`config.mk`:
```
export PLATFORM = sky130hd
export DESIGN_NAME = ssd_scan_driver
export DESIGN_NICKNAME = d
export VERILOG_FILES = /design/src/rtl/ssd_pkg.sv /design/src/rtl/hex_to_ssd.sv /design/src/rtl/ssd_scan_driver.sv
export SDC_FILE = /design/constraint.sdc
export NUM_CORES = 1
export LEC_CHECK = 0
export BUFFER_PORTS_ARGS = -buffer_cell sky130_fd_sc_hd__buf_2
export CORE_AREA = 3 3 87 89
export CTS_BUF_LIST = sky130_fd_sc_hd__clkbuf_4
export DETAILED_ROUTE_END_ITERATION = 6
export DIE_AREA = 0 0 90 92
export PLACE_DENSITY = 0.84
export SYNTH_ARGS = -nofsm -noshare
export SYNTH_HDL_FRONTEND = slang
export SYNTH_SLANG_ARGS = --single-unit
```
`constraint.sdc`:
```
create_clock -name ClkPort -period 1.9 [get_ports ClkPort]
set_input_delay 0.285 -clock ClkPort [delete_from_list [all_inputs] [get_ports ClkPort]]
set_output_delay 0.285 -clock ClkPort [all_outputs]
set_load 0.005 [all_outputs]
```
`src/rtl/ssd_pkg.sv`:
```
// Shared seven-segment definitions.
//   SEG_TABLE : hex nibble -> {Ca,Cb,Cc,Cd,Ce,Cf,Cg,Dp}, active-low, Dp off (1)
//   SEG_OFF   : all segments and decimal point dark
//   clog2     : ceiling log2, used for index widths
package ssd_pkg;

  localparam logic [7:0] SEG_OFF = 8'hFF;

  localparam logic [7:0] SEG_TABLE [16] = '{
    8'b0000_0011,  // 0
    8'b1001_1111,  // 1
    8'b0010_0101,  // 2
    8'b0000_1101,  // 3
    8'b1001_1001,  // 4
    8'b0100_1001,  // 5
    8'b0100_0001,  // 6
    8'b0001_1111,  // 7
    8'b0000_0001,  // 8
    8'b0000_1001,  // 9
    8'b0001_0001,  // A
    8'b1100_0001,  // B
    8'b0110_0011,  // C
    8'b1000_0101,  // D
    8'b0110_0001,  // E
    8'b0111_0001   // F
  };

  function automatic int clog2(input int n);
    int r;
    r = 0;
    for (int i = 0; i < 31; i++) begin
      if ((1 << i) < n) r = i + 1;
    end
    return r;
  endfunction

endpackage

```
`src/rtl/hex_to_ssd.sv`:
```
// Combinational hex nibble to seven-segment decoder.
//   hex_in : nibble to display
//   dp_on  : 1 = decimal point lit
//   seg_n  : {Ca,Cb,Cc,Cd,Ce,Cf,Cg,Dp}, active-low
module hex_to_ssd
  import ssd_pkg::*;
(
  input  logic [3:0] hex_in,
  input  logic       dp_on,
  output logic [7:0] seg_n
);

  logic [7:0] table_seg;

  always_comb begin
    table_seg = SEG_TABLE[hex_in];
    seg_n     = {table_seg[7:1], ~dp_on};
  end

endmodule

```
`src/rtl/ssd_scan_driver.sv`:
```
// Multiplexed, double-buffered seven-segment scan driver for NUM_DIGITS digits.
//   ClkPort    : system clock
//   Reset      : asynchronous active-low reset
//   digits_in  : hex nibbles, digit d = digits_in[4d+3:4d], d = NUM_DIGITS-1 leftmost
//   dp_in      : per-digit decimal point enable
//   blank_in   : per-digit blank
//   load       : strobe capturing digits_in/dp_in/blank_in into the pending buffer
//   An         : anodes, active-low
//   Cathodes   : {Ca..Cg,Dp}, active-low
//   scan_idx   : current slot (slot k shows digit NUM_DIGITS-1-k)
//   frame_done : one-cycle pulse at frame wrap
// Build option: define SSD_LZS_EN for leading-zero suppression.
module ssd_scan_driver
  import ssd_pkg::*;
#(
  parameter int NUM_DIGITS    = 4,
  parameter int REFRESH_DIV_W = 18,
  parameter int BLANK_CYCLES  = 16
) (
  input  logic                         ClkPort,
  input  logic                         Reset,
  input  logic [4*NUM_DIGITS-1:0]      digits_in,
  input  logic [NUM_DIGITS-1:0]        dp_in,
  input  logic [NUM_DIGITS-1:0]        blank_in,
  input  logic                         load,
  output logic [NUM_DIGITS-1:0]        An,
  output logic [7:0]                   Cathodes,
  output logic [clog2(NUM_DIGITS)-1:0] scan_idx,
  output logic                         frame_done
);

  localparam int IDX_W = clog2(NUM_DIGITS);
  localparam logic [IDX_W-1:0]         LAST_IDX  = IDX_W'(NUM_DIGITS - 1);
  localparam logic [REFRESH_DIV_W-1:0] BLANK_CNT = REFRESH_DIV_W'(BLANK_CYCLES);

  logic [REFRESH_DIV_W-1:0]       cnt_q, cnt_d;
  logic [IDX_W-1:0]               idx_q, idx_d;
  logic                           frame_done_q, frame_done_d;
  logic [NUM_DIGITS-1:0][3:0]     pend_digits_q, pend_digits_d;
  logic [NUM_DIGITS-1:0]          pend_dp_q, pend_dp_d;
  logic [NUM_DIGITS-1:0]          pend_blank_q, pend_blank_d;
  logic [NUM_DIGITS-1:0][3:0]     act_digits_q, act_digits_d;
  logic [NUM_DIGITS-1:0]          act_dp_q, act_dp_d;
  logic [NUM_DIGITS-1:0]          act_blank_q, act_blank_d;
  logic [NUM_DIGITS-1:0]          an_q, an_d;
  logic [7:0]                     cath_q, cath_d;

  logic                           slot_end;
  logic                           frame_end;
  logic [IDX_W-1:0]               disp_sel;
  logic                           lit;
  logic [7:0]                     seg_n;
  logic [NUM_DIGITS-1:0]          lzs_mask;

  // Leftmost slot shows the highest digit.
  assign disp_sel = LAST_IDX - idx_q;

  hex_to_ssd u_dec (
    .hex_in (act_digits_q[disp_sel]),
    .dp_on  (act_dp_q[disp_sel]),
    .seg_n  (seg_n)
  );

`ifdef SSD_LZS_EN
  logic lead;

  // Computed on the data about to become active; digit 0 is never suppressed.
  always_comb begin
    lzs_mask = '0;
    lead     = 1'b1;
    for (int unsigned k = 0; k < NUM_DIGITS - 1; k++) begin
      if (lead && (pend_digits_d[NUM_DIGITS-1-k] == 4'h0)) begin
        lzs_mask[NUM_DIGITS-1-k] = 1'b1;
      end else begin
        lead = 1'b0;
      end
    end
  end
`else
  always_comb begin
    lzs_mask = '0;
  end
`endif

  always_comb begin
    cnt_d     = cnt_q + 1'b1;
    slot_end  = &cnt_q;
    frame_end = slot_end && (idx_q == LAST_IDX);

    idx_d = idx_q;
    if (slot_end) begin
      idx_d = (idx_q == LAST_IDX) ? '0 : idx_q + 1'b1;
    end

    pend_digits_d = load ? digits_in : pend_digits_q;
    pend_dp_d     = load ? dp_in     : pend_dp_q;
    pend_blank_d  = load ? blank_in  : pend_blank_q;

    // Copying from the *_d pending values gives the same-cycle load bypass.
    act_digits_d = act_digits_q;
    act_dp_d     = act_dp_q;
    act_blank_d  = act_blank_q;
    if (frame_end) begin
      act_digits_d = pend_digits_d;
      act_dp_d     = pend_dp_d;
      act_blank_d  = pend_blank_d | lzs_mask;
    end

    frame_done_d = frame_end;

    lit    = (cnt_q >= BLANK_CNT) && !act_blank_q[disp_sel];
    an_d   = '1;
    cath_d = SEG_OFF;
    if (lit) begin
      an_d[disp_sel] = 1'b0;
      cath_d         = seg_n;
    end
  end

  always_ff @(posedge ClkPort or negedge Reset) begin
    if (!Reset) begin
      cnt_q         <= '0;
      idx_q         <= '0;
      frame_done_q  <= 1'b0;
      pend_digits_q <= '0;
      pend_dp_q     <= '0;
      pend_blank_q  <= '0;
      act_digits_q  <= '0;
      act_dp_q      <= '0;
      act_blank_q   <= '0;
      an_q          <= '1;
      cath_q        <= SEG_OFF;
    end else begin
      cnt_q         <= cnt_d;
      idx_q         <= idx_d;
      frame_done_q  <= frame_done_d;
      pend_digits_q <= pend_digits_d;
      pend_dp_q     <= pend_dp_d;
      pend_blank_q  <= pend_blank_d;
      act_digits_q  <= act_digits_d;
      act_dp_q      <= act_dp_d;
      act_blank_q   <= act_blank_d;
      an_q          <= an_d;
      cath_q        <= cath_d;
    end
  end

  assign An         = an_q;
  assign Cathodes   = cath_q;
  assign scan_idx   = idx_q;
  assign frame_done = frame_done_q;

endmodule

```
Word-level counts from Yosys, hierarchy flattened
Memory sizes are Yosys's and may differ from the RTL's.
Cells that the tools add are included.
{"block": "totals", "reg_bits": 81, "mem_bits_ro": 128, "inputBits": 27, "output_inout_bits": 15, "word_cells": 50, "memories": 1}
{"name": "(name not given)", "depth": 16, "word_bits": 8, "rd": 1, "rd_clocked_by_memory_dff": 0, "wr": 0, "line_no": "hex_to_ssd.sv:16", "text": "table_seg = SEG_TABLE[hex_in];"}
{"block": "op_classes", "add_sub_neg": 3, "magnitude_cmp": 4, "eq_ne": 1, "mux": 16, "n_bitwise": 3, "reduce_logical": 5}
{"op": "two-way mux 8 bit", "count": 3}
{"op": "adder 18 x 1 -> 18 bit (second input constant)", "count": 1}
{"op": ">= comparator 18 x 5 -> 1 bit (second input constant)", "count": 1}
{"op": "AND reduction 18 bit", "count": 1}
{"op": "two-way mux 16 bit", "count": 1}
{"op": "two-way mux 4 bit", "count": 4}
{"op": "binary-select mux 4 bit (select 2 bit)", "count": 1}
{"op": ">= comparator 5 bit (second input constant)", "count": 1}
{"op": "NOT 4 -> 5 bit", "count": 1}
{"op": "binary-select mux 1 bit (select 2 bit)", "count": 2}
{"op": "NOT 4 bit", "count": 1}
{"op": "logical AND 1 bit", "count": 3}
{"op": "< comparator 2 x 3 -> 1 bit (second input constant)", "count": 1}
{"op": "two-way mux 1 bit", "count": 3}
{"op": "adder 2 x 1 -> 2 bit (second input constant)", "count": 1}
{"op": "demux 1 bit (select 2 bit)", "count": 1}
{"op": "equality test 2 bit (second input constant)", "count": 1}
{"op": ">= comparator 2 x 1 -> 1 bit (second input constant)", "count": 1}
{"op": "two-way mux 2 bit", "count": 1}
{"op": "subtractor 2 bit (first input constant)", "count": 1}
{"op": "logical NOT 1 bit", "count": 1}
{"op": "NOT 1 bit", "count": 1}

Depth between registers and ports, before layout
Gate-level depths: netlist of run 1.
{"block": "depth", "word_depth": 8, "depth_mapped": 8, "depth_no_buf": 7}

Modules after synthesis
Synthesis of run 1 repeated with hierarchy kept, for this count alone.
{"block": "unflattened", "hier_cells": 261, "area_unflattened_um2": 3712.3}
{"module": "ssd_scan_driver", "instances": 1, "cells_per_inst": 227, "area_each_um2": 3439.5, "seq_area_each_um2": 2042.0}
{"module": "hex_to_ssd", "instances": 1, "cells_per_inst": 34, "area_each_um2": 272.8, "seq_area_each_um2": 0.0}

Worst setup path after synthesis of run 1
OpenSTA, ideal clock, no wires.
{"block": "synth_timing", "path_kind": "register to register", "start": "reg idx_q[0], in the netlist scan_idx[0]", "end": "reg cath_q[7], in the netlist Cathodes[7]", "setup_time_ps": 79, "arrival_time_ps": 1916, "slack_ps": -94, "path_stages_with_launch": 9, "path_buffers": 1, "period_less_slack_ps": 1994, "cell_sequence": "dfrtp_1 -> buf_2 -> mux4_2 -> inv_1 -> ha_1 -> nor3b_1 -> nor3_1 -> a21oi_1 -> o21ai_0"}
{"block": "synth_via", "elab_chain_len": 8, "word_cells_on_any_way": 12, "classes_between": "add/sub: 1; mux: 7; bitwise: 1; reduce/logical: 2; memory: 1"}
{"element": "start: declaration", "line_no": "ssd_scan_driver.sv:37", "text": "logic [IDX_W-1:0] idx_q, idx_d;"}
{"element": "start signal: assignment", "line_no": "ssd_scan_driver.sv:135", "text": "idx_q <= idx_d;"}
{"element": "subtractor 2 bit *", "line_no": "ssd_scan_driver.sv:56", "text": "assign disp_sel = LAST_IDX - idx_q;"}
{"element": "binary-select mux 4 bit (select 2 bit)", "line_no": "ssd_scan_driver.sv:59", "text": ".hex_in (act_digits_q[disp_sel]),"}
{"element": "two-way mux 4 bit (implied by the code)", "line_no": "ssd_scan_driver.sv:59"}
{"element": "NOT 4 -> 5 bit (implied by the code)", "line_no": "hex_to_ssd.sv:16"}
{"element": "memory read (16 x 8 bit)"}
{"element": "two-way mux 8 bit (implied by the code) (2 in series)", "line_no": "hex_to_ssd.sv:16"}
{"element": "two-way mux 8 bit *", "line_no": "ssd_scan_driver.sv:114", "text": "if (lit) begin"}
{"element": "net cath_d[7]", "line_no": "ssd_scan_driver.sv:46", "text": "logic [7:0] cath_q, cath_d;"}
{"element": "end signal: assignment", "line_no": "ssd_scan_driver.sv:144", "text": "cath_q <= cath_d;"}
{"element": "end: declaration", "line_no": "ssd_scan_driver.sv:46"}
The timed path passes the listed nets; every way through them passes the cells marked *. The select of a mux whose other input is x is not followed.
A chain may end at the register's enable or synchronous reset.

Worst setup path after layout of run 1
{"block": "layout_timing", "start": "reg idx_q[0], in the netlist scan_idx[0]", "end": "reg cath_q[3], in the netlist Cathodes[3]"}
The elaborated chain is that of the path after synthesis.

==> results of run 1 <==
registers in the layout (all words and copies together), names as in the netlist:
name	count
pend_digits_q	16
pend_dp_q	4
frame_done	1
An	4
scan_idx	2
act_blank_q	4
Cathodes	8
act_dp_q	4
pend_blank_q	4
cnt_q	18
act_digits_q	16
metrics by stage:
step	power (mW)	instance area, sq um	utilization [%]	TNS, ns	hold slack (ns)
floorplan	2.06	3660	-	0	-0.0106
global placement	2.18	4070	59.6	-0.161	0.227
detailed placement	2.20	4070	59.6	-0.636	0.232
CTS	3.52	4290	62.8	0	0.0718
global route	3.65	4320	63.2	-0.0657	0.0708
finish	3.50	4320	63.2	0	0.0978
layout by cell type, fill, tap and decap left out, types with 4 or more instances in the layout:
cell type,synthesis,final
inv_1,7,5
buf_4,1,14
nor3_1,4,4
buf_2,2,40
xor2_1,4,4
dfrtp_1,69,66
nor2_1,8,6
dfstp_2,12,12
nand4_1,4,4
mux2_4,20,20
nand2_1,22,22
mux2i_1,7,6
mux2_2,31,31
xnor2_1,14,14
mux4_2,4,4
clkbuf_4,0,9
nand3_1,7,7
ha_1,12,10
synthesized netlist by cell type (7+ instances only):
cell type  instances
ha_1              12
inv_1              7
dfrtp_1           69
dfstp_2           12
nor2_1             8
xnor2_1           14
mux2_2            31
mux2i_1            7
nand3_1            7
mux2_4            20
nand2_1           22
cell type report:
class / instances / share of cell area [%]
Inverter: 7 / 0.609
Clock inverter: 7 / 2.93
Clock buffer: 9 / 1.57
Timing Repair Buffer: 58 / 8.70
Sequential cell: 81 / 47.4
Multi-Input combinational cell: 166 / 36.0
Tap cell: 96 / 2.78
kinds of logic (layout without fill, tap and decap cells):
kind of cell             after synthesis  count (layout)
multiplexers                          62              62
XOR/XNOR                              18              18
adder cells (fa/ha/maj)               12              12
AND/OR/NAND/NOR                       60              60
buffers and inverters                 15              81
AO/OA/AOI/OAI                         14              14
flip-flops                            81              81
how the worst max path moves through the flow:
stage,from,to,slack (ns),cells past startpoint
after global placement,scan_idx[0],Cathodes[5],-0.07,4
after floorplan,scan_idx[0],Cathodes[4],0.01,7
after global routing,scan_idx[0],Cathodes[7],-0.04,6
after detailed placement,scan_idx[0],Cathodes[5],-0.17,4
after CTS,scan_idx[0],Cathodes[7],0.0002,6
final,scan_idx[0],Cathodes[3],0.04,6
per-layer routing:
metal,vias up,part of all wire [%],wire [um],global-route usage (%)
met5,-,0,0,0
met4,0,1.2,76,6.51
met3,6,3.6,236,3.61
met2,51,47,3090,27.0
met1,1102,48,3150,24.0
li1,1048,-,-,-
where the power goes:
| group | internal, mW | switching, mW |
|---|---|---|
| Sequential | 1.83 | 0.0355 |
| Clock | 0.682 | 0.646 |
| Combinational | 0.164 | 0.143 |
critical path: stages, from the launching register on:
cell and delay, ns:
dfrtp_2 0.44, mux4_2 0.57, buf_4 0.18, ha_4 0.17, mux2_2 0.26, nand2_1 0.07
o311ai_1 0.09
repair_timing:
action | 4_1_cts | 5_1_grt
buffers inserted | 1 | 1
resized for setup | 3 | 10
hold endpoints to repair | 14 | 0
hold buffers | 1 | 0
endpoints found under the setup margin | 8 | 7
pin swaps | 0 | 1
==> impl_metrics.ini, run 1 <==
[timing]
period_minus_slack_ns = 1.86
fmax_mhz = 539
fin_crit_sh_pct = 97.7
hold_viol = 0
tightest_slew_ns = 0.478
slew_viol_final = 0
slew_headroom_pct = 68.1
rsz0062_at_grt = true
setup_viol = 0
fin_ws_ns = 0.0433
fin_skew_ns = 0.0241

[yosys]
synthMuxAreaShare_pct = 22.2
synth-edff-count = 0
synth.top_cells.by_area = dfrtp_1 (47%), mux2_2 (9.6%), dfstp_2 (8.6%), mux2_4 (8.2%), ha_1 (4.1%)
ys_warn_count = 0
synth_flop_cell = dfrtp_1
synth_top_area_share_pct = 47.3
synth_area_per_cell_sq_um = 13.9
synth_top_family_by_area = multiplexers
synth_seq_cells = 81
synthSimpleGateAreaFrac_pct = 8.81
async_flop_share_pct = 100
synth_compound_area_share_pct = 2.50
synthDistinctLibCells = 35
synthesis.area_sq_um = 3650
yosys.area_share.adder_pct = 4.11
synth_xor_area_share_pct = 4.32
synth_fp_nets = 301
synth_top_cell_by_area = dfrtp_1
syn-instance-count = 262
ys_seq_area_share_pct = 55.9

[floorplan]
fp.dieH_um = 92
dieArea_sq_um = 8280
start_util_pct = 53.4
io_pins = 42
die_w_um = 90
num_rows = 30
fp.coreArea_sq_um = 6830

[routing]
vias_per_cell = 5.21
via_count = 2207
firstDrtPassIters = 4
drt-total-wl_um = 6550
postRouteAntennaNets = 0
wire_per_inst_um = 15.4
drt-initial-drc-count = 117
drc = 0

[setup_path]
critical_path_class = flip-flop to flip-flop
start_kind = flip-flop
r2r_cells = 6
worst-path-max-fanout = 5
reg2reg_to = Cathodes[3]
reg2reg_slack_ns = 0.04
cp.required_ns = 2.25
end_kind = flip-flop
r2r-start = scan_idx[0]
worst_ep_arrival_time_ns = 2.20

[clock_network]
clock_latency_ns = 0.43
clk_path_buf_depth = 2
cts_tree = done
clock-sinks = 81
cts-root-buf = clkbuf_4
numCtsBuffers = 9
clkSlewWorstSetupHoldPaths_ns = 0.15
h-tree-depth = 3

[global_route]
track_usage_pct = 17.3
grt-ovfl-total = 0
grt_pass1_wl_um = 11300
grt_pass1_vias = 2266
antenna_found_initial = 0
grt_max_degree = 37

[hold_path]
hold_depth = 2
worstHoldPathType = input port to flip-flop
min_from = digits_in[6]
min_to = pend_digits_q[6]

[finish]
regArea_sq_um = 2050
final_nets = 362
fillCellCount = 535
area_growth_pct = 18.2
multi_input_area_sq_um = 1550
antenna_cells = 0
final_cell_count_no_fill = 424
drive_above_1_share_pct = 46.6

[job]
drv_cap = 0

[outcome]
status = finished, final reports clean

[placed_design]
io_buffers = 41
dp.cells = 405
place_congestion = 0.835
dp_hpwl_um = 4520
pre_cts_slack_ns = -0.173

[power_and_ir_drop]
peakVddDrop_v = 0.000630
p_per_area_nw_per_um2 = 811
leakage_nw = 2.01
Power figures use the tool's default switching activity.
==> run 2, diff against run 1 <==
- ABC_AREA: not set -> 1
- BUFFER_PORTS_ARGS: -buffer_cell sky130_fd_sc_hd__buf_2 -> not set
- CORE_AREA: 3 3 87 89 -> 3 3 86 88
- CTS_BUF_LIST: sky130_fd_sc_hd__clkbuf_4 -> sky130_fd_sc_hd__clkbuf_8 sky130_fd_sc_hd__clkbuf_16
- DIE_AREA: 0 0 90 92 -> 0 0 89 91
- DONT_BUFFER_PORTS: not set -> 1
- PLACE_DENSITY: 0.84 -> 0.82
==> run 2 against run 1 <==
Compared with the run above:
- the flow now finishes with violations (hold timing)
- register-to-register slack better by 0.09 ns
- cell count increased by 25%
- global-route usage rose by 2.3 points
- routed wire length grew 11%
- via count increased by 29%
- synthesized cell count grew 69%
- critical path type unchanged
- critical endpoint is now Cathodes[2]
- largest cell class unchanged
==> impl_metrics.ini, run 2 <==
[timing]
hold_slack_ns = -0.382
slew_headroom_pct = 68.8
hold_viol = 81
slew_viol_final = 0
fmax_mhz = 567
rsz0062_at_grt = true
setup_tns_ns = 0
fin_skew_ns = 0.0128
fin_crit_sh_pct = 92.8
setup_viol = 0
period_minus_slack_ns = 1.76
tightest_slew_ns = 0.465

[yosys]
ys_warn_count = 0
synth_xor_area_share_pct = 3.68
synth_top_family_by_area = simple AND/OR/NAND/NOR gates
yosys.area_share.adder_pct = 3.95
async_flop_share_pct = 100
syn-instance-count = 444
ys_seq_area_share_pct = 53.7
synthesis.area_sq_um = 3800
yosysMostFrequentCell = nand2_1
synth_area_per_cell_sq_um = 8.57
synth_compound_area_share_pct = 3.85
synth_top_cell_by_area = dfrtp_1
synth.top_cells.by_area = dfrtp_1 (45%), nand2_1 (15%), dfstp_2 (8.3%), ha_1 (3.9%), nand4_1 (3.9%)
synthTopCellsByCount = nand2_1 (152), dfrtp_1 (69), inv_1 (37), nor2_1 (33), nand3_1 (29)
synth_seq_cells = 81
synthMuxAreaShare_pct = 0
synthDistinctLibCells = 26
synth-edff-count = 0
synthSimpleGateAreaFrac_pct = 28.4
synth_top_area_share_pct = 45.4
synth_flop_cell = dfrtp_1
synth_fp_nets = 483

[routing]
wl_met3_um = 305
wire_per_inst_um = 13.7
drt-initial-drc-count = 172
wl_met1_um = 3400
via_count = 2857
postRouteAntennaNets = 0
dr.max_layer_used = met4
drt-total-wl_um = 7280
drc = 0
vias_per_cell = 5.37
firstDrtPassIters = 4
route.met2.wl_um = 3440

[global_route]
grt_pass1_vias = 2842
track_usage_pct = 19.7
grt_pass1_wl_um = 12600
grt-ovfl-total = 0
antenna_found_initial = 0
grt_max_degree = 82

[setup_path]
end_kind = flip-flop
worst-path-max-fanout = 10
cp.required_ns = 2.19
critical_path_class = flip-flop to flip-flop
worst_ep_arrival_time_ns = 2.05
start_kind = flip-flop

[floorplan]
io_pins = 42
die_w_um = 89
fp.dieH_um = 91
start_util_pct = 56.6
fp.coreArea_sq_um = 6720
num_rows = 30
dieArea_sq_um = 8100

[finish]
final_cell_mix = nand2_1 (150), dfrtp_1 (68), inv_1 (36)
final_common_cell = nand2_1
largest_register_ffs = 18
area_growth_pct = 7.60
reg.largest.list = cnt_q: 18 flops, act_digits_q: 16 flops, pend_digits_q: 16 flops
final_core_util_pct = 60.9
final_nets = 486
antenna_cells = 0
drive_above_1_share_pct = 11.5
largest_register = cnt_q

[placed_design]
io_buffers = 0
dp_hpwl_um = 4940
place_congestion = 0.855

[power_and_ir_drop]
leakage_nw = 1.98
peakVddDrop_v = 0.000383
p_per_area_nw_per_um2 = 735

[clock_network]
clock_latency_ns = 0.36
numCtsBuffers = 9
cts_tree = done
clkSlewWorstSetupHoldPaths_ns = 0.09
clock-sinks = 81
clk_path_buf_depth = 2
h-tree-depth = 3
cts-root-buf = clkbuf_8

[hold_path]
worstHoldPathType = input port to asynchronous set/reset pin

[outcome]
violations = hold timing
status = finished with violations

[job]
drv_cap = 0
[run 2: cell count changes in the layout (fill, tap and decap cells not counted), sizes merged, moves of 4 or more]
cell	before	now
nand2	22	157
mux2	51	0
buf	57	8
inv	9	42
nor2	9	35
nand3	7	31
o21ai	5	27
nand4	6	24
mux2i	7	0
xnor2	14	8
mux4	4	0
xor2	4	8
[run 2: metrics by stage]
| stage | setup WS (ns) | instance area (sq um) | power (mW) | cells |
|---|---|---|---|---|
| after floorplan | 0.223 | 3800 | 1.87 | 444 |
| after global routing | -0.00871 | 4090 | 3.15 | 532 |
| after CTS | 0.0441 | 4050 | 3.05 | 529 |
| after detailed placement | 0.0675 | 3870 | 1.88 | 513 |
| after global placement | 0.114 | 3870 | 1.87 | 513 |
| final | 0.137 | 4090 | 3.01 | 532 |
[run 2: timing repair]
action / CTS / global route
hold endpoints to repair: 81 / 81
buffers inserted: 0 / 2
setup endpoints to repair: 0 / 30
resized for setup: 0 / 5
[run 2: routing by layer]
layer  up-vias  global-route usage [%]
met1      1354                    27.0
met3        11                    3.27
met5         -                       0
li1       1416                       -
met4         0                    10.2
met2        76                    29.6
[run 2: logic make-up after synthesis]
kind of cell	count (synthesis)
compound gates	29
xor+xnor	16
fa+ha+maj	12
buf+inv	57
flops	81
simple gates	249
[run 2: path summary, 6_finish.rpt]
check | startpoint | to | slack (ns) | cells after the start
worst max-delay path | scan_idx[0] | Cathodes[2] | 0.14 | 10
min in group ClkPort | load | pend_digits_q[7] | 0.06 | 1
worst min register to register | act_digits_q[11] | act_digits_q[11] | 0.48 | 2
worst min-delay path | Reset | cnt_q[10] | -0.38 | 0
worst max register to register | scan_idx[0] | Cathodes[2] | 0.14 | 10
max in group asynchronous | Reset | Cathodes[0] | 2.09 | 0
[run 2: area by class of cell]
type	count	area, sq um
clock buffer	9	124
sequential	81	2040
fill	546	2630
tap	80	100
inverter	40	154
timing repair buffer	8	72.6
clock inverter	7	58.8
multi-input combinational	307	1540
[run 2: report_power, final]
| group | leakage (nW) | internal, mW | switching [mW] | total, mW |
|---|---|---|---|---|
| combinational | 0.983 | 0.0213 | 0.0413 | 0.0627 |
| sequential | 0.905 | 1.77 | 0.0124 | 1.78 |
| clock | 0.0872 | 0.495 | 0.671 | 1.17 |
[run 2: worst max-delay path: stages (launching register included)]
cell        delay (ns)
dfrtp_1           0.41
clkinvlp_4        0.22
nand2_1           0.13
nand3_1           0.10
nand2_2           0.16
inv_1             0.09
ha_1              0.25
nand3_1           0.13
nor2_1            0.05
nor2_1            0.09
nand2_1           0.06
==> run 3, diff against run 2 <==
- ABC_AREA: 1 -> not set
- CORE_AREA: 3 3 86 88 -> 3 3 125 127
- CTS_CLUSTER_SIZE: not set -> 12
- DIE_AREA: 0 0 89 91 -> 0 0 128 130
- PLACE_DENSITY: 0.82 -> 0.47
==> run 3 against run 2 <==
Compared with the run above:
- the run still ends with hold timing left
- combinational power grew to 3.3 times the previous value
- critical path depth shrank 4
- die area grew 110%
- non-clock buffer count grew 12
- count of clock-buffer cells in the layout is the same
- register-to-register slack lost 0.05 ns
- critical path type unchanged
==> impl_metrics.ini, run 3 (synthesis results as in run 1) <==
[clock_network]
clkSlewWorstSetupHoldPaths_ns = 0.06
numCtsBuffers = 9
cts-root-buf = clkbuf_16
cts_tree = done
clock_latency_ns = 0.34
clk_path_buf_depth = 2
clock-sinks = 81
h-tree-depth = 3

[global_route]
grt_pass1_wl_um = 11800
use_met2_pct = 12.8
grt_pass1_vias = 2181
gr-usage-met3_pct = 3.93
antenna_found_initial = 0
grt-ovfl-total = 0
grtUsageMet1_pct = 13.0
grt_max_degree = 82
top_usage_layer = met1
track_usage_pct = 9.26

[power_and_ir_drop]
p_clk_share_pct = 44.4
switching_share_pct = 23.3
finalPower_mw = 3.74
p_per_area_nw_per_um2 = 866
p_int_mw = 2.87
combPwrFrac_pct = 5.6
leakage_nw = 1.90
power.switching_uw = 874
peakVddDrop_v = 0.000456
seqPwrFrac_pct = 50.0

[timing]
rsz0062_at_grt = true
setup_tns_ns = 0
fin_crit_sh_pct = 95.5
fin_ws_ns = 0.0855
fin_skew_ns = 0.00518
fmax_mhz = 551
setup_viol = 0
tightest_slew_ns = 0.468
hold_viol = 81
slew_headroom_pct = 68.7
period_minus_slack_ns = 1.81
slew_viol_final = 0
hold_slack_ns = -0.358

[floorplan]
fp.coreArea_sq_um = 14500
dieArea_sq_um = 16600
num_rows = 44
start_util_pct = 25.1
io_pins = 42
die_w_um = 128
fp.dieH_um = 130

[setup_path]
worst-path-max-fanout = 5
end_kind = flip-flop
start_kind = flip-flop
worstPathCellList = mux4_2 > ha_2 > nor3_1 > nor3_1 > a21oi_1 > o21ai_1
reg2reg_slack_ns = 0.09
crit_top_cell = nor3_1
cp.required_ns = 2.14
critical_path_class = flip-flop to flip-flop
cp_slowest_cell = mux4_2
critPathBufInv = 0
worst_ep_arrival_time_ns = 2.06
path_delay_family = multiplexers
max_stage_delay_ns = 0.60

[finish]
final_nets = 324
antenna_cells = 0
largest_register = cnt_q
fin_area_sq_um = 4320
final_common_cell = dfrtp_1
area_growth_pct = 18.4
largest_register_ffs = 18
final_cell_mix = dfrtp_1 (67), mux2_2 (31), nand2_1 (22)
reg.largest.list = cnt_q: 18 flops, act_digits_q: 16 flops, pend_digits_q: 16 flops
drive_above_1_share_pct = 40.3

[routing]
vias_per_cell = 4.34
firstDrtPassIters = 4
postRouteAntennaNets = 0
wire_per_inst_um = 15.0
via_count = 2055
drt-initial-drc-count = 142
drt-total-wl_um = 7120
drc = 0

[placed_design]
place_congestion = 0.676
place_area_sq_um = 3990
io_buffers = 0
dp_hpwl_um = 4910
pre_cts_slack_ns = -0.210

[outcome]
status = finished with violations
violations = hold timing

[job]
drv_cap = 0

[hold_path]
worstHoldPathType = input port to asynchronous set/reset pin
## run 3: cell count changes in the layout (fill, tap and decap cells not counted), sizes merged, moves of 4 or more
cell,delta
buf,+12
inv,-31
mux2,+51
mux2i,+7
mux4,+4
nand2,-135
nand3,-24
nand4,-18
nor2,-26
o21ai,-22
xnor2,+6
xor2,-4
## run 3: final timing paths
path	startpoint	end	depth (start not counted)
worst max-delay path	scan_idx[0]	Cathodes[7]	6
worst min-delay path	Reset	cnt_q[10]	0
worst max register to register	scan_idx[0]	Cathodes[7]	6
worst min register to register	cnt_q[0]	cnt_q[0]	1
max in group asynchronous	Reset	Cathodes[1]	0
min in group ClkPort	dp_in[2]	pend_dp_q[2]	1
## run 3: per-layer routing
layer	up-vias	share of wire, %	wire length (um)
met1	1036	49	3490
met2	41	43	3070
li1	970	-	-
met5	-	0	0
met4	0	1.5	106
met3	8	6.2	442
## run 3: worst register-to-register path: cells and delay by family (launching register included)
family / cells / cell delay [ns]
mux: 1 / 0.60
simple gates: 2 / 0.26
fa+ha+maj: 1 / 0.26
flops: 1 / 0.41
compound gates: 2 / 0.19
## run 3: timing repair
action,CTS,global route
endpoints found under the hold margin,81,81
gates resized for setup,3,11
setup endpoints to repair,9,27
buffers inserted,1,1
## run 3: power by group through the flow
stage | Combinational (mW) | Clock, mW | Sequential [mW]
after floorplan | 0.171 | 0 | 1.89
after global placement | 0.201 | 0 | 1.90
after detailed placement | 0.204 | 0 | 1.91
after CTS | 0.207 | 1.73 | 1.87
after global routing | 0.231 | 1.81 | 1.88
final | 0.208 | 1.66 | 1.87
## run 3: through the flow
stage | hold WS, ns | cells | utilization [%]
floorplan | -0.0106 | 262 | -
global placement | -0.00639 | 456 | 27.4
detailed placement | -0.00586 | 456 | 27.4
CTS | -0.376 | 473 | 29.5
global route | -0.384 | 474 | 29.7
finish | -0.358 | 474 | 29.7
## run 3: layout make-up
cell class,count,area (sq um)
Clock inverter,7,62.6
Fill cell,1491,10200
Timing Repair Buffer,20,175
Tap cell,184,230
Inverter,7,28.8
Clock buffer,9,225
Sequential cell,81,2040
Multi-Input combinational cell,166,1550
